File: src/rtl/touch_emu_pkg.sv
// -----------------------------------------------------------------------------
// touch_emu_pkg
// Shared definitions for the touch-controller I2C responder:
//   - state_e          : responder FSM states
//   - REG_*            : register-map addresses seen by the touch driver
//   - STATUS_READY     : "buffer ready" bit of the status register
//   - STATUS_POSTED    : status value after a point is committed (ready, 1 point)
//   - PID0..PID3       : product-ID bytes, ASCII "9147"
//   - shift_in()       : MSB-first serial shift helper
// -----------------------------------------------------------------------------
package touch_emu_pkg;

  typedef enum logic [3:0] {
    ST_IDLE,
    ST_ADDR,
    ST_ACK_ADDR,
    ST_REG_H,
    ST_ACK_H,
    ST_REG_L,
    ST_ACK_L,
    ST_WDATA,
    ST_ACK_W,
    ST_RDATA,
    ST_MACK,
    ST_IGNORE
  } state_e;

  localparam logic [15:0] REG_PID0    = 16'h8140;
  localparam logic [15:0] REG_PID1    = 16'h8141;
  localparam logic [15:0] REG_PID2    = 16'h8142;
  localparam logic [15:0] REG_PID3    = 16'h8143;
  localparam logic [15:0] REG_STATUS  = 16'h814E;
  localparam logic [15:0] REG_PT1_XL  = 16'h8150;
  localparam logic [15:0] REG_PT1_XH  = 16'h8151;
  localparam logic [15:0] REG_PT1_YL  = 16'h8152;
  localparam logic [15:0] REG_PT1_YH  = 16'h8153;

  localparam logic [7:0] STATUS_READY  = 8'h80;
  localparam logic [7:0] STATUS_POSTED = STATUS_READY | 8'h01;

  localparam logic [7:0] PID0 = 8'h39;  // '9'
  localparam logic [7:0] PID1 = 8'h31;  // '1'
  localparam logic [7:0] PID2 = 8'h34;  // '4'
  localparam logic [7:0] PID3 = 8'h37;  // '7'

  // Append one received bit to an MSB-first shift register.
  function automatic logic [7:0] shift_in(input logic [7:0] cur, input logic bit_in);
    return {cur[6:0], bit_in};
  endfunction

endpackage

File: src/rtl/i2c_bus_sync.sv
// -----------------------------------------------------------------------------
// i2c_bus_sync
// Two-flop synchronizers for SCL/SDA plus single-cycle event strobes derived
// from the synchronized values.
// Ports:
//   clk, rst_n   : system clock, asynchronous active-low reset
//   scl_i, sda_i : raw pad inputs
//   sda_o        : synchronized SDA level (sample on scl_rise_o)
//   scl_rise_o   : synchronized SCL rising edge
//   scl_fall_o   : synchronized SCL falling edge
//   start_o      : SDA fell while SCL high
//   stop_o       : SDA rose while SCL high
// -----------------------------------------------------------------------------
module i2c_bus_sync (
  input  logic clk,
  input  logic rst_n,
  input  logic scl_i,
  input  logic sda_i,
  output logic sda_o,
  output logic scl_rise_o,
  output logic scl_fall_o,
  output logic start_o,
  output logic stop_o
);

  logic [1:0] scl_ff_q;
  logic [1:0] sda_ff_q;
  logic       scl_prev_q;
  logic       sda_prev_q;

  // Reset to the idle-bus level (both lines high) so no spurious edge is
  // reported while the bus is quiet after reset.
  always_ff @(posedge clk or negedge rst_n) begin
    if (!rst_n) begin
      scl_ff_q   <= 2'b11;
      sda_ff_q   <= 2'b11;
      scl_prev_q <= 1'b1;
      sda_prev_q <= 1'b1;
    end else begin
      scl_ff_q   <= {scl_ff_q[0], scl_i};
      sda_ff_q   <= {sda_ff_q[0], sda_i};
      scl_prev_q <= scl_ff_q[1];
      sda_prev_q <= sda_ff_q[1];
    end
  end

  assign sda_o      = sda_ff_q[1];
  assign scl_rise_o =  scl_ff_q[1] & ~scl_prev_q;
  assign scl_fall_o = ~scl_ff_q[1] &  scl_prev_q;
  // SCL must be high in both the current and previous sample so that an SDA
  // change coinciding with an SCL edge is never taken as START/STOP.
  assign start_o    = scl_ff_q[1] & scl_prev_q &  sda_prev_q & ~sda_ff_q[1];
  assign stop_o     = scl_ff_q[1] & scl_prev_q & ~sda_prev_q &  sda_ff_q[1];

endmodule

File: src/rtl/touch_i2c_responder.sv
// -----------------------------------------------------------------------------
// touch_i2c_responder
// Emulates a capacitive touch controller on an I2C bus: 16-bit register
// pointer, product-ID / status / point registers, and an injected touch point
// that is committed to the register file only while no transfer is in flight.
// Optional macro: TOUCH_EMU_INT_EN enables the active-low INT pulse of
// INT_PULSE_CYC cycles after each commit; without it int_n is tied high.
// Parameters:
//   DEV_ADDR      : 7-bit responder address
//   INT_PULSE_CYC : INT low-pulse length in clk cycles
// Ports:
//   clk, rst_n           : system clock, asynchronous active-low reset
//   scl_i, sda_i         : I2C pad inputs
//   sda_oe               : 1 = pull SDA low (open-drain)
//   int_n                : touch interrupt, active low
//   inject_valid         : one-cycle strobe posting inject_x/inject_y
//   inject_x, inject_y   : point coordinates
//   busy                 : high from an addressed START through STOP
// -----------------------------------------------------------------------------
module touch_i2c_responder
  import touch_emu_pkg::*;
#(
  parameter logic [6:0] DEV_ADDR      = 7'h14,
  parameter int         INT_PULSE_CYC = 500
) (
  input  logic        clk,
  input  logic        rst_n,
  input  logic        scl_i,
  input  logic        sda_i,
  output logic        sda_oe,
  output logic        int_n,
  input  logic        inject_valid,
  input  logic [15:0] inject_x,
  input  logic [15:0] inject_y,
  output logic        busy
);

  // ---------------------------------------------------------------------------
  // Bus synchronizer
  // ---------------------------------------------------------------------------
  logic sda_s;
  logic scl_rise;
  logic scl_fall;
  logic start_det;
  logic stop_det;

  i2c_bus_sync u_sync (
    .clk        (clk),
    .rst_n      (rst_n),
    .scl_i      (scl_i),
    .sda_i      (sda_i),
    .sda_o      (sda_s),
    .scl_rise_o (scl_rise),
    .scl_fall_o (scl_fall),
    .start_o    (start_det),
    .stop_o     (stop_det)
  );

  // ---------------------------------------------------------------------------
  // State
  // ---------------------------------------------------------------------------
  state_e      state_q;
  logic [2:0]  bit_cnt_q;
  logic [7:0]  shift_q;
  logic [7:0]  rd_byte_q;
  logic [15:0] ptr_q;
  logic        ack_drv_q;   // ACK slot: 0 = waiting to drive, 1 = driving
  logic        sda_oe_q;
  logic        busy_q;

  logic [7:0]  status_q;
  logic [15:0] pt_x_q;
  logic [15:0] pt_y_q;
  logic        pend_valid_q;
  logic [15:0] pend_x_q;
  logic [15:0] pend_y_q;

  logic [7:0]  rx_byte;
  logic [7:0]  rd_cur;
  logic [7:0]  rd_nxt;
  logic        commit;
  logic        status_clr;

  // ---------------------------------------------------------------------------
  // Register-file read decode
  // ---------------------------------------------------------------------------
  function automatic logic [7:0] reg_read(
    input logic [15:0] addr,
    input logic [7:0]  status,
    input logic [15:0] px,
    input logic [15:0] py
  );
    logic [7:0] r;
    r = 8'h00;
    case (addr)
      REG_PID0:   r = PID0;
      REG_PID1:   r = PID1;
      REG_PID2:   r = PID2;
      REG_PID3:   r = PID3;
      REG_STATUS: r = status;
      REG_PT1_XL: r = px[7:0];
      REG_PT1_XH: r = px[15:8];
      REG_PT1_YL: r = py[7:0];
      REG_PT1_YH: r = py[15:8];
      default:    r = 8'h00;
    endcase
    return r;
  endfunction

  assign rx_byte = shift_in(shift_q, sda_s);
  assign rd_cur  = reg_read(ptr_q,         status_q, pt_x_q, pt_y_q);
  assign rd_nxt  = reg_read(ptr_q + 16'd1, status_q, pt_x_q, pt_y_q);

  // A pending point may only land while no transfer is in flight, so a read
  // burst never sees a half-updated coordinate pair.
  assign commit = pend_valid_q & ~busy_q;

  // Completed WDATA byte addressed to the status register clears it.
  assign status_clr = (state_q == ST_WDATA) && scl_rise &&
                      (bit_cnt_q == 3'd7) && (ptr_q == REG_STATUS);

  // ---------------------------------------------------------------------------
  // Protocol FSM
  // ---------------------------------------------------------------------------
  always_ff @(posedge clk or negedge rst_n) begin
    if (!rst_n) begin
      state_q   <= ST_IDLE;
      bit_cnt_q <= 3'd0;
      shift_q   <= 8'h00;
      rd_byte_q <= 8'h00;
      ptr_q     <= 16'h0000;
      ack_drv_q <= 1'b0;
      sda_oe_q  <= 1'b0;
      busy_q    <= 1'b0;
    end else if (stop_det) begin
      state_q   <= ST_IDLE;
      sda_oe_q  <= 1'b0;
      ack_drv_q <= 1'b0;
      busy_q    <= 1'b0;
    end else if (start_det) begin
      // busy is kept across a repeated START: the transaction is still open.
      state_q   <= ST_ADDR;
      bit_cnt_q <= 3'd0;
      sda_oe_q  <= 1'b0;
      ack_drv_q <= 1'b0;
    end else begin
      case (state_q)
        ST_ADDR, ST_REG_H, ST_REG_L, ST_WDATA: begin
          if (scl_rise) begin
            shift_q   <= rx_byte;
            bit_cnt_q <= bit_cnt_q + 3'd1;   // wraps to 0 after the 8th bit
            if (bit_cnt_q == 3'd7) begin
              case (state_q)
                ST_ADDR: begin
                  if (rx_byte[7:1] == DEV_ADDR) begin
                    state_q <= ST_ACK_ADDR;
                    busy_q  <= 1'b1;
                  end else begin
                    state_q <= ST_IGNORE;
                  end
                end
                ST_REG_H: begin
                  ptr_q[15:8] <= rx_byte;
                  state_q     <= ST_ACK_H;
                end
                ST_REG_L: begin
                  ptr_q[7:0] <= rx_byte;
                  state_q    <= ST_ACK_L;
                end
                default: begin
                  // WDATA: the write itself is decoded by status_clr.
                  ptr_q   <= ptr_q + 16'd1;
                  state_q <= ST_ACK_W;
                end
              endcase
            end
          end
        end

        // ACK slot: first SCL fall (end of bit 0) pulls SDA, second SCL fall
        // (end of the ACK slot) releases it and moves on. shift_q still holds
        // the address byte here, so bit 0 is the R/W flag.
        ST_ACK_ADDR, ST_ACK_H, ST_ACK_L, ST_ACK_W: begin
          if (scl_fall) begin
            if (!ack_drv_q) begin
              sda_oe_q  <= 1'b1;
              ack_drv_q <= 1'b1;
            end else begin
              ack_drv_q <= 1'b0;
              sda_oe_q  <= 1'b0;
              bit_cnt_q <= 3'd0;
              case (state_q)
                ST_ACK_ADDR: begin
                  if (shift_q[0]) begin
                    // Read: latch the byte and present its MSB on this same
                    // fall, since the master samples it on the next rise.
                    state_q   <= ST_RDATA;
                    rd_byte_q <= rd_cur;
                    sda_oe_q  <= ~rd_cur[7];
                  end else begin
                    state_q <= ST_REG_H;
                  end
                end
                ST_ACK_H: state_q <= ST_REG_L;
                default:  state_q <= ST_WDATA;
              endcase
            end
          end
        end

        // bit_cnt counts bits already sampled by the master; each SCL fall
        // presents the next bit. Entered from MACK with bit_cnt=0, the first
        // fall presents the MSB; entered from ACK_ADDR the MSB is already out.
        ST_RDATA: begin
          if (scl_fall) begin
            sda_oe_q <= ~rd_byte_q[3'd7 - bit_cnt_q];
          end
          if (scl_rise) begin
            bit_cnt_q <= bit_cnt_q + 3'd1;
            if (bit_cnt_q == 3'd7) begin
              state_q <= ST_MACK;
            end
          end
        end

        ST_MACK: begin
          if (scl_fall) begin
            sda_oe_q <= 1'b0;
          end
          if (scl_rise) begin
            if (!sda_s) begin
              ptr_q     <= ptr_q + 16'd1;
              rd_byte_q <= rd_nxt;
              bit_cnt_q <= 3'd0;
              state_q   <= ST_RDATA;
            end else begin
              state_q <= ST_IGNORE;
            end
          end
        end

        ST_IDLE, ST_IGNORE: begin
          sda_oe_q <= 1'b0;
        end

        default: begin
          state_q  <= ST_IDLE;
          sda_oe_q <= 1'b0;
        end
      endcase
    end
  end

  // ---------------------------------------------------------------------------
  // Point registers, status and pending buffer
  // ---------------------------------------------------------------------------
  always_ff @(posedge clk or negedge rst_n) begin
    if (!rst_n) begin
      status_q     <= 8'h00;
      pt_x_q       <= 16'h0000;
      pt_y_q       <= 16'h0000;
      pend_valid_q <= 1'b0;
      pend_x_q     <= 16'h0000;
      pend_y_q     <= 16'h0000;
    end else begin
      if (commit) begin
        status_q <= STATUS_POSTED;
        pt_x_q   <= pend_x_q;
        pt_y_q   <= pend_y_q;
      end else if (status_clr) begin
        status_q <= 8'h00;
      end
      // An inject arriving together with a commit stays pending for the
      // next commit.
      pend_valid_q <= inject_valid | (pend_valid_q & ~commit);
      if (inject_valid) begin
        pend_x_q <= inject_x;
        pend_y_q <= inject_y;
      end
    end
  end

  // ---------------------------------------------------------------------------
  // Interrupt
  // ---------------------------------------------------------------------------
`ifdef TOUCH_EMU_INT_EN
  localparam int CNT_W = $clog2(INT_PULSE_CYC + 1);
  logic [CNT_W-1:0] int_cnt_q;

  // Counter loads on commit, so int_n is low for the INT_PULSE_CYC cycles
  // that follow; a commit mid-pulse simply reloads it.
  always_ff @(posedge clk or negedge rst_n) begin
    if (!rst_n) begin
      int_cnt_q <= '0;
    end else if (commit) begin
      int_cnt_q <= CNT_W'(INT_PULSE_CYC);
    end else if (int_cnt_q != '0) begin
      int_cnt_q <= int_cnt_q - CNT_W'(1);
    end
  end

  assign int_n = (int_cnt_q == '0);
`else
  logic unused_int_cfg;
  assign unused_int_cfg = (INT_PULSE_CYC != 0);
  assign int_n          = 1'b1;
`endif

  assign sda_oe = sda_oe_q;
  assign busy   = busy_q;

endmodule

File: config.mk
export PLATFORM = sky130hd
export DESIGN_NAME = touch_i2c_responder
export DESIGN_NICKNAME = d
export VERILOG_FILES = /design/src/rtl/touch_emu_pkg.sv /design/src/rtl/i2c_bus_sync.sv /design/src/rtl/touch_i2c_responder.sv
export SDC_FILE = /design/constraint.sdc
export NUM_CORES = 1
export LEC_CHECK = 0
export CORE_MARGIN = 4
export CORE_UTILIZATION = 60
export DETAILED_ROUTE_END_ITERATION = 12
export GPL_TIMING_DRIVEN = 0
export PLACE_DENSITY = 0.81
export SYNTH_ARGS = -nofsm -noshare
export SYNTH_HDL_FRONTEND = slang
export SYNTH_HIERARCHICAL = 1
export SYNTH_SLANG_ARGS = --single-unit
File: constraint.sdc
create_clock -name clk -period 3.23 [get_ports clk]
set_clock_uncertainty 0.1 [all_clocks]
set_input_delay 0.8075 -clock clk [delete_from_list [all_inputs] [get_ports clk]]
set_output_delay 0.8075 -clock clk [all_outputs]
set_load 0.01 [all_outputs]
# [Word level (Yosys, flattened, before mapping)]
# Cells that the tools add are included.
[totals] register_bits=120 latch_bits=0 ramBits=0 rom_bits=0 output_inout_bits=3 elab_cells=194 n_memories=0
[classes] n_addsub=3 mul=0 n_div=0 n_lt_le_gt_ge=1 eq_ne=58 shift=0 n_mux=63 n_bitwise=20 reduce_logical=30
[ops] op="equality test 16 bit, second input constant" count=18
[ops] op="one-hot mux 8 bit (9 select lines)" count=2
[ops] op="2-to-1 mux 16 bit" count=4
[ops] op="2-to-1 mux 8 bit" count=8
[ops] op="one-hot mux 8 bit (2 select lines)" count=3
[ops] op="2-to-1 mux 4 bit" count=11
[ops] op="!= test 4 bit, second input constant" count=9
[ops] op="one-hot mux 16 bit (2 select lines)" count=1
[ops] op="AND reduction 8 bit" count=3
[ops] op="2-to-1 mux 1 bit" count=21
[ops] op="!= test 2 bit, second input constant" count=10
[ops] op="one-hot mux 4 bit (5 select lines)" count=1
[ops] op="2-to-1 mux 3 bit" count=6
[ops] op="!= test 3 bit, second input constant" count=6
[ops] op="adder 16 x 1 -> 16 bit, second input constant" count=1
[ops] op="equality test 4 x 3 -> 1 bit, second input constant" count=4
[ops] op="equality test 4 bit, second input constant" count=4
[ops] op="nonzero test 2 bit" count=8
[ops] op="one-hot mux 4 bit (3 select lines)" count=1
[ops] op="inverter 1 bit" count=10
[ops] op="bitwise AND 1 bit" count=9
[ops] op="one-hot mux 3 bit (3 select lines)" count=1
[ops] op="AND reduction 9 bit" count=1
[ops] op="equality test 4 x 2 -> 1 bit, second input constant" count=2
[ops] op="other kinds (24)" count=31

# [Longest topological paths before layout]
# Gate-level depths: netlist (run 1).
[depth] depth_word=10 depth_mapped=10 depth_no_buf=8

# [Hierarchy]
# The synthesis (run 1) kept the hierarchy.
[by_module_without_submodules] module="touch_i2c_responder" instances=1 cells_per_inst=598 area_each_um2=6083.3
[by_module_without_submodules] module="i2c_bus_sync" instances=1 cells_per_inst=10 area_each_um2=190.2

# [Worst setup path before layout (run 1)]
# No wires, ideal clock.
[synth_path] path_type="register -> register" start="register u_sync.sda_ff_q[1]" end="register rd_byte_q[0]" t_arrival_ps=2058 t_required_ps=3053 slack_ps=996 stages_incl_launch_ff=9 path_buffers=1 synth_period_minus_slack_ps=2234 cell_sequence="dfstp_2 -> and4b_1 -> buf_2 -> nor2_1 -> o21ai_1 -> a211o_1 -> a211oi_4 -> o2111ai_4 -> o21ai_1"
[synth_via] elab_chain_len=4
[synth_lines] item="start: declaration" line_no="i2c_bus_sync.sv:27" source="logic [1:0] sda_ff_q;"
[synth_lines] item="start signal: assignment" line_no="i2c_bus_sync.sv:41" source="sda_ff_q <= {sda_ff_q[0], sda_i};"
[synth_lines] item="inverter 1 bit" line_no="i2c_bus_sync.sv:52" source="assign start_o = scl_ff_q[1] & scl_prev_q & sda_prev_q & ~sda_ff_q[1];"
[synth_lines] item="bitwise AND 1 bit" line_no="i2c_bus_sync.sv:52"
[synth_lines] item="net start_det" line_no="touch_i2c_responder.sv:44" source="logic start_det;"
[synth_lines] item="inverter 1 bit (no line)"
[synth_lines] item="AND reduction 9 bit (no line)"
[synth_lines] item="end signal: assignment" line_no="touch_i2c_responder.sv:198" source="rd_byte_q <= rd_cur;"
[synth_lines] item="end signal: assignment" line_no="touch_i2c_responder.sv:233" source="rd_byte_q <= rd_nxt;"
[synth_lines] item="end: declaration" line_no="touch_i2c_responder.sv:65" source="logic [7:0] rd_byte_q;"
# The timed path passes the listed nets, and every way through them passes these cells.
# A chain may end at the register's enable or synchronous reset.

# [Worst setup path after layout (run 1)]
# Same ends and word-level chain as after synthesis.

==> impl_metrics.ini, run 1 <==
[setup_path]
critical_path_class = reg2reg
arrival_ps = 3050
max_stage_delay_ps = 640
timing.rr.start = u_sync/sda_ff_q[1]$_DFF_PN1_
critPathRequiredTime_ps = 3560
crit_path_max_fanout = 9
end_kind = flip-flop
path_cells = and4b_1, buf_2, nor2_1, o21ai_1, a211o_1, a211oi_4, o2111ai_4, o21ai_1
cp_slowest_cell = dfstp_2
critPathLaunchType = flip-flop
cp_common_cell = o21ai_1
worstSetupStartpoint = u_sync/sda_ff_q[1]$_DFF_PN1_

[cts]
cts_buffer_depth = 2
cts_resized = 0
clk_latency_ps = 510
cts_tree = done
cts.sinks = 113
cts-hold-fix-buffers = 0
cts-buffers-inserted = 17
post_cts_buffers = 0
cts_max_level = 4
cts.clk_slew.worst_paths_ps = 60
root_buffer = clkbuf_8

[die]
start_util_pct = 61.3
die_area_sq_um = 12200
core_sq_um = 10200
rows = 37
die_w_um = 110
fp.dieH_um = 110
io_pins = 40

[place]
place_congestion = 0.923
port_buffers = 37
dp_hpwl_um = 11300
place_worst_setup_slack_ps = 615

[timing]
timing.hold.ws_ps = 218
max-slew-margin-rel_pct = 55.8
min_period_over_period_pct = 84.0
rsz0062_at_grt = false
worst_pin_slew_ps = 658
fmax_ghz = 0.368
finalWorstSetupSlack_ps = 515
period_minus_slack_ps = 2710
hold_viol = 0
finalSetupViolations = 0
maxSlewViolCount = 0
fin_setup_tns_ps = 0

[synthesis]
yosysWarningCount = 6
synth_common_cells = dfrtp_1 (107), mux2_2 (71), nand2_1 (57)
synth_top_area_share_pct = 42.7
synth_ff_type = dfrtp_1
synthTopCellsByArea = dfrtp_1 (43%), mux2_2 (13%), nand2_1 (3.4%), a22oi_1 (2.8%), dfstp_2 (2.5%)
synth_cell_types = 79
synth.avg_cell_area_sq_um = 10.3
syn-num-nets = 652
async_flop_share_pct = 100
synth_edf_count = 0
ys_ff_latch = 113
yosys.cell_count.top_type = dfrtp_1
syn_inst = 608
synth_top_area_cell = dfrtp_1
syn_area_sq_um = 6270
ys_seq_area_share_pct = 45.2

[final_layout]
area_growth_pct = 18.1
layout.nets = 709
drive_gt1_share_pct = 22.3
fillers = 719
diodes = 0

[routing]
num_vias = 5209
first_pass_iters = 5
final_antenna_net_count = 0
drt_iter0_drc = 543
drc_errors = 0
wirelength_um = 16200
routed_via_density = 6.40
wire_per_inst_um = 19.9

[pwr]
pwr_density_cell_nw_per_um2 = 535
p_leak_nw = 3.00
ir_drop_mv = 0.440
p_total_w = 0.00396

[global_routing]
grt_pass1_vias = 5247
grt_start_max_net_pins = 67
grt_overflow = 0
antenna_found_initial = 0
grt_pass1_wl_um = 26700
grt_use_total_pct = 28.7

[flow_run]
maxCapViolations = 0

[status]
status = finished, final reports clean

[hold_path]
hold_path_class = in2async
layer usage:
metal	GRT usage [%]	routed length [um]	vias up
li1	-	-	2384
met1	36.5	6390	2505
met2	47.7	8080	267
met3	5.01	1130	53
met4	13.5	610	0
met5	0	0	-
registers in the layout (all words and copies together) (netlist names), 2 cells and up:
register         cells
pend_y_q            16
pt_y_q              16
pt_x_q              16
u_sync/scl_ff_q      2
state_q              4
pend_x_q            16
bit_cnt_q            3
rd_byte_q            8
ptr_q               16
shift_q              7
u_sync/sda_ff_q      2
critical path, delay by kind of cell, from the launching register on:
| kind | cells | cell delay, ps |
|---|---|---|
| AOI/OAI and AO/OA | 5 | 1290 |
| DFF | 1 | 640 |
| and+or+nand+nor | 2 | 430 |
| buffers and inverters | 1 | 170 |
cells by family (layout without fill, tap and decap cells):
kind of cell	after synthesis	count (layout)	share of synthesized area, %
AND/OR/NAND/NOR	184	184	15.5
buffers and inverters	59	129	4.43
flip-flops	113	113	45.2
AO/OA/AOI/OAI	160	160	18.2
adder cells (fa/ha/maj)	7	7	1.40
multiplexers	80	80	14.6
other	1	1	0.0598
XOR/XNOR	4	4	0.559
worst paths after layout:
kind	end	slack, ps	depth (start not counted)
min in group clk	u_sync/sda_ff_q[1]$_DFF_PN1_	260	0
setup / recovery	rd_byte_q[0]$_DFFE_PN0P_	520	8
hold reg to reg	u_sync/sda_ff_q[1]$_DFF_PN1_	260	0
setup reg to reg	rd_byte_q[0]$_DFFE_PN0P_	520	8
hold / removal	state_q[1]$_DFFE_PN0P_	220	1
max in group asynchronous	u_sync/scl_ff_q[1]$_DFF_PN1_	2040	2
where the power goes:
part / internal, W / switching, W / leakage, nW
clock network: 0.00111 / 0.000678 / 0.262
registers: 0.00155 / 0.000123 / 1.40
logic: 0.000248 / 0.000247 / 1.34
per-stage QoR:
| stage | instances | area [sq um] | util (%) |
|---|---|---|---|
| after detailed placement | 782 | 6840 | 66.8 |
| after floorplan | 608 | 6270 | - |
| after global placement | 781 | 6810 | 66.6 |
| after global routing | 814 | 7410 | 72.4 |
| final | 814 | 7410 | 72.4 |
| after CTS | 814 | 7410 | 72.4 |
cell usage in the layout (no fill, tap or decap), types with 8 or more instances in the layout:
| master | synthesis | routed |
|---|---|---|
| dfrtp_1 | 107 | 107 |
| o22a_1 | 9 | 9 |
| o21ai_0 | 24 | 24 |
| a21oi_1 | 29 | 29 |
| clkbuf_1 | 23 | 24 |
| o22ai_1 | 8 | 8 |
| clkdlybuf4s50_1 | 0 | 36 |
| buf_2 | 11 | 11 |
| nand2_1 | 57 | 57 |
| nand2b_1 | 8 | 8 |
| inv_1 | 11 | 11 |
| nor2_1 | 34 | 34 |
| nand3_1 | 17 | 17 |
| nor3_1 | 13 | 13 |
| clkbuf_16 | 0 | 16 |
| mux2_2 | 71 | 71 |
| a31oi_1 | 10 | 10 |
| a22oi_1 | 23 | 23 |
| o21ai_1 | 12 | 12 |
layout make-up:
type	count	area (sq um)	share of cell area, %
Buffer	47	233	3.14
Timing Repair Buffer	38	395	5.34
Inverter	12	45.0	0.608
Tap cell	136	170	2.30
Multi-Input combinational cell	436	3160	42.7
Clock buffer	19	432	5.83
Clock inverter	13	138	1.86
Sequential cell	113	2840	38.3
No activity file was read; power rests on OpenSTA's default activity.
==> run 2: changes to the inputs <==
==> constraint.sdc (replaced) <==
create_clock -name clk -period 2.6 [get_ports clk]
set_clock_uncertainty 0.1 [all_clocks]
set_input_delay 0.65 -clock clk [delete_from_list [all_inputs] [get_ports clk]]
set_output_delay 0.65 -clock clk [all_outputs]
set_load 0.01 [all_outputs]
==> impl_metrics.ini, run 2 (synthesis gave the netlist of run 1 again) <==
[setup_path]
crit_path_max_fanout = 6
reg2reg_depth = 7
critPathRequiredTime_ps = 2940
critPathBufInv = 0
path_delay_family = compound AO/OA/AOI/OAI gates
timing.rr.end = rd_byte_q[0]$_DFFE_PN0P_
rrSetupSlack_ps = 100
end_kind = flip-flop
cp_slowest_cell = dfstp_2
critical_path_class = reg2reg
max_stage_delay_ps = 560
path_cells = nor2b_1, nor2b_1, o21ai_1, a211o_2, a211oi_4, o2111ai_4, o21ai_1
timing.rr.start = u_sync/scl_ff_q[1]$_DFF_PN1_
arrival_ps = 2830
critPathLaunchType = flip-flop

[routing]
num_vias = 5243
wire_per_inst_um = 19.9
top_layer = met4
drt_iter0_drc = 628
drc_errors = 0
final_antenna_net_count = 0
dr_wl_met3_um = 1010
wirelength_um = 16200
routed_via_density = 6.43
first_pass_iters = 6
dr_wl_met2_um = 8240
drt-met1-wl_um = 6460

[timing]
finalWorstSetupSlack_ps = 102
max-slew-margin-rel_pct = 54.2
finalSetupViolations = 0
hold_viol = 0
min_period_over_period_pct = 96.1
rsz0062_at_grt = true
maxSlewViolCount = 0
worst_pin_slew_ps = 682
timing.hold.ws_ps = 59.9
period_minus_slack_ps = 2500
fmax_ghz = 0.400

[die]
start_util_pct = 61.3
io_pins = 40
fp.dieH_um = 110
die_area_sq_um = 12200
die_w_um = 110
rows = 37
core_sq_um = 10200

[pwr]
power.share.clock_pct = 45.2
switching_share_pct = 26.6
pwr_density_cell_nw_per_um2 = 664
pwr-share-comb_pct = 12.6
pwr-share-seq_pct = 42.2
ir_drop_mv = 0.556
p_sw_w = 0.00131
cellInternalPower_w = 0.00363
p_leak_nw = 3.03

[final_layout]
fillers = 719
fin_util_pct = 72.7
layout.nets = 711
layout_common_cells = dfrtp_1 (107), mux2_2 (71), nand2_1 (57)
final_common_cell = dfrtp_1
area_growth_pct = 18.5
fin_cells = 816
drive_gt1_share_pct = 23.5
diodes = 0
final_area_sq_um = 7430

[place]
place_area_sq_um = 6840
dp_hpwl_um = 11300
place_worst_setup_slack_ps = -14.8
port_buffers = 37
place_congestion = 0.923
dp_cells = 782

[cts]
cts.sinks = 113
cts_buffer_depth = 2
clk_latency_ps = 510
cts.clk_slew.worst_paths_ps = 60
cts-buffers-inserted = 17
root_buffer = clkbuf_8
cts-hold-fix-buffers = 0
cts_max_level = 4
cts_tree = done

[flow_run]
maxCapViolations = 0

[global_routing]
grt_pass1_wl_um = 26700
grt_use_total_pct = 28.7
grt_start_max_net_pins = 67
grt_pass1_vias = 5247
grt_overflow = 0
antenna_found_initial = 0

[hold_path]
hold_path_class = in2async

[status]
status = finished, final reports clean
-- run 2: per-layer routing --
metal / vias to the layer above / GRT usage, %
met1: 2556 / 36.5
met2: 251 / 47.7
li1: 2390 / -
met3: 46 / 5.01
met4: 0 / 13.5
met5: - / 0
-- run 2: what timing repair did --
action | CTS | global route
setup buffers | 0 | 2
endpoints found under the setup margin | 6 | 8
pin swaps | 0 | 1
gates resized for setup | 2 | 7
-- run 2: cell type report --
cell class	instances	area, sq um	share of cell area (%)
well taps	136	170	2.29
clock buffers	19	432	5.81
inverters	12	45.0	0.606
clock inverters	13	138	1.85
multi-input cells	436	3170	42.6
flip-flops and latches	113	2840	38.1
repair buffers	40	410	5.52
plain buffers	47	238	3.20
-- run 2: worst max-delay path by stage --
stage / end / slack [ps] / startpoint / cells after the start
finish: rd_byte_q[0]$_DFFE_PN0P_ / 100 / u_sync/scl_ff_q[1]$_DFF_PN1_ / 7
CTS: rd_byte_q[5]$_DFFE_PN0P_ / 7 / u_sync/scl_prev_q$_DFF_PN1_ / 7
floorplan: rd_byte_q[0]$_DFFE_PN0P_ / 370 / u_sync/sda_ff_q[1]$_DFF_PN1_ / 8
detailed placement: rd_byte_q[5]$_DFFE_PN0P_ / -10 / u_sync/sda_ff_q[1]$_DFF_PN1_ / 8
global placement: pend_y_q[4]$_DFFE_PN0P_ / -3330 / rst_n / 1
global route: rd_byte_q[0]$_DFFE_PN0P_ / -5 / u_sync/scl_ff_q[1]$_DFF_PN1_ / 7
-- run 2: through the flow --
stage / power, W / setup TNS [ps]
after floorplan: 0.00246 / 0
after global placement: 0.00268 / -368100
after detailed placement: 0.00272 / -32.9
after CTS: 0.00494 / 0
after global routing: 0.00511 / -5.13
final: 0.00494 / 0
-- run 2: power by group through the flow --
| stage | combinational (W) | clock [W] | sequential, W |
|---|---|---|---|
| 2_1_floorplan | 0.000412 | 0 | 0.00205 |
| 3_3_place_gp | 0.000581 | 0 | 0.00210 |
| 3_5_place_dp | 0.000609 | 0 | 0.00211 |
| 4_1_cts | 0.000618 | 0.00225 | 0.00208 |
| 5_1_grt | 0.000684 | 0.00233 | 0.00210 |
| 6_report | 0.000621 | 0.00223 | 0.00208 |
==> run 3: changes to the inputs <==
--- a/config.mk
+++ b/config.mk
@@ -6,10 +6,10 @@
 export NUM_CORES = 1
 export LEC_CHECK = 0
 export CORE_MARGIN = 4
-export CORE_UTILIZATION = 60
+export CORE_UTILIZATION = 54
 export DETAILED_ROUTE_END_ITERATION = 12
 export GPL_TIMING_DRIVEN = 0
-export PLACE_DENSITY = 0.81
+export PLACE_DENSITY = 0.77
 export SYNTH_ARGS = -nofsm -noshare
 export SYNTH_HDL_FRONTEND = slang
 export SYNTH_HIERARCHICAL = 1
==> constraint.sdc (replaced) <==
create_clock -name clk -period 2.2 [get_ports clk]
set_clock_uncertainty 0.1 [all_clocks]
set_input_delay 0.55 -clock clk [delete_from_list [all_inputs] [get_ports clk]]
set_output_delay 0.55 -clock clk [all_outputs]
set_load 0.01 [all_outputs]
==> impl_metrics.ini, run 3 (synthesis gave the netlist of run 1 again) <==
[pwr]
power.share.clock_pct = 45.0
pwr_density_cell_nw_per_um2 = 736
cellInternalPower_w = 0.00427
pwr-share-seq_pct = 41.6
switching_share_pct = 27.7
pwr-share-comb_pct = 13.5
p_sw_w = 0.00164
p_leak_nw = 3.30
ir_drop_mv = 0.687

[setup_path]
path_delay_family = compound AO/OA/AOI/OAI gates
critical_path_class = reg2reg
arrival_ps = 2550
critPathLaunchType = flip-flop
worstSetupStartpoint = u_sync/sda_prev_q$_DFF_PN1_
critPathBufInv = 0
timing.rr.start = u_sync/sda_prev_q$_DFF_PN1_
path_cells = and4b_2, nor2_4, o21ai_2, a211o_4, a211oi_4, o2111ai_4, o21ai_1
cp_slowest_cell = dfstp_2
critPathRequiredTime_ps = 2450
end_kind = flip-flop
crit_path_max_fanout = 6
max_stage_delay_ps = 520

[timing]
max-slew-margin-rel_pct = 55.8
fin_setup_tns_ps = -649
finalWorstSetupSlack_ps = -102
hold_viol = 8
rsz0062_at_grt = true
period_minus_slack_ps = 2300
min_period_over_period_pct = 105
worst_pin_slew_ps = 664
timing.hold.ws_ps = -9.67
finalSetupViolations = 8
maxSlewViolCount = 0
fmax_ghz = 0.434

[global_routing]
grt_use_total_pct = 26.5
grt_start_max_net_pins = 78
grt_pass1_wl_um = 27400
antenna_found_initial = 0
grt_pass1_vias = 5322
grt_overflow = 0

[die]
die_area_sq_um = 13400
die_w_um = 116
core_sq_um = 11400
rows = 39
fp.dieH_um = 116
io_pins = 40
start_util_pct = 54.9

[place]
place_worst_setup_slack_ps = -450
place_congestion = 0.935
dp_hpwl_um = 11300
dp_cells = 789
port_buffers = 37

[cts]
cts.sinks = 113
cts-buffers-inserted = 17
clk_latency_ps = 430
cts.clk_slew.worst_paths_ps = 60
cts_max_level = 4
cts_tree = done
root_buffer = clkbuf_16
cts_buffer_depth = 2

[final_layout]
area_growth_pct = 27.9
fin_util_pct = 70.3
layout.nets = 741
layout_common_cells = dfrtp_1 (105), mux2_2 (71), nand2_1 (53)
drive_gt1_share_pct = 34.6
fin_cells = 853
diodes = 0
ff_latch_area_sq_um = 2840
fillers = 854
multi_input_area_sq_um = 3430
final_common_cell = dfrtp_1

[routing]
wirelength_um = 17200
num_vias = 5441
routed_via_density = 6.38
wire_per_inst_um = 20.2
drc_errors = 0
drt_iter0_drc = 536
final_antenna_net_count = 0
first_pass_iters = 5

[hold_path]
hold_path_class = in2async

[status]
failed_checks = negative hold slack, negative setup slack
status = finished, violations left

[flow_run]
maxCapViolations = 0
==> run 3: changes by cell type in the layout (fill, tap and decap cells not counted), sizes merged <==
cell	delta
buf	+33
bufinv	-1
clkbuf	-4
clkinv	+3
clkinvlp	-2
inv	+1
==> run 3: stage by stage <==
| stage | instance area (sq um) | total power, W |
|---|---|---|
| after floorplan | 6270 | 0.00290 |
| after global placement | 6820 | 0.00316 |
| after detailed placement | 6850 | 0.00320 |
| after CTS | 7720 | 0.00588 |
| after global routing | 8030 | 0.00612 |
| final | 8030 | 0.00591 |
==> run 3: cell type report <==
type	count	area share (%)
buffer	45	3.55
clock buffer	18	5.47
clock inverter	14	1.67
inverter	12	0.561
multi-input combinational	436	42.8
sequential	113	35.4
tap	143	2.23
timing repair buffer	72	8.36
==> run 3: path summary, 6_finish.rpt <==
path | end | slack [ps] | depth (start not counted)
worst max-delay path | rd_byte_q[4]$_DFFE_PN0P_ | -100 | 7
worst min-delay path | state_q[1]$_DFFE_PN0P_ | -10 | 1
worst max register to register | rd_byte_q[4]$_DFFE_PN0P_ | -100 | 7
worst min register to register | u_sync/sda_ff_q[1]$_DFF_PN1_ | 250 | 0
max in group asynchronous | u_sync/scl_ff_q[0]$_DFF_PN1_ | 1270 | 2
min in group clk | u_sync/sda_ff_q[1]$_DFF_PN1_ | 250 | 0
==> run 3: power by group through the flow <==
stage               registers, W  logic [W]  clock network [W]
finish                   0.00246   0.000797            0.00266
global route             0.00248   0.000868            0.00278
CTS                      0.00245   0.000744            0.00268
detailed placement       0.00248   0.000719                  0
global placement         0.00248   0.000687                  0
floorplan                0.00242   0.000487                  0
==> run 3: worst register-to-register path: cells and delay by family, from the launching register on <==
| kind | cells | cell delay, ps |
|---|---|---|
| flops | 1 | 520 |
| compound gates | 5 | 1180 |
| simple gates | 2 | 410 |
==> run 3: metal layers <==
layer  track usage (%)  wire [um]  up-vias
met5                 0          0        -
met2              43.3       8740      259
met3              6.37       1010       47
li1                  -          -     2450
met1              33.1       6990     2685
met4              13.1        501        0
==> run 3: what timing repair did <==
item / in CTS / in global routing
hold buffers: 0 / 0
pin swaps: 12 / 18
endpoints found under the setup margin: 28 / 28
setup buffers: 19 / 14
gates cloned: 0 / 1
gates resized for setup: 48 / 56
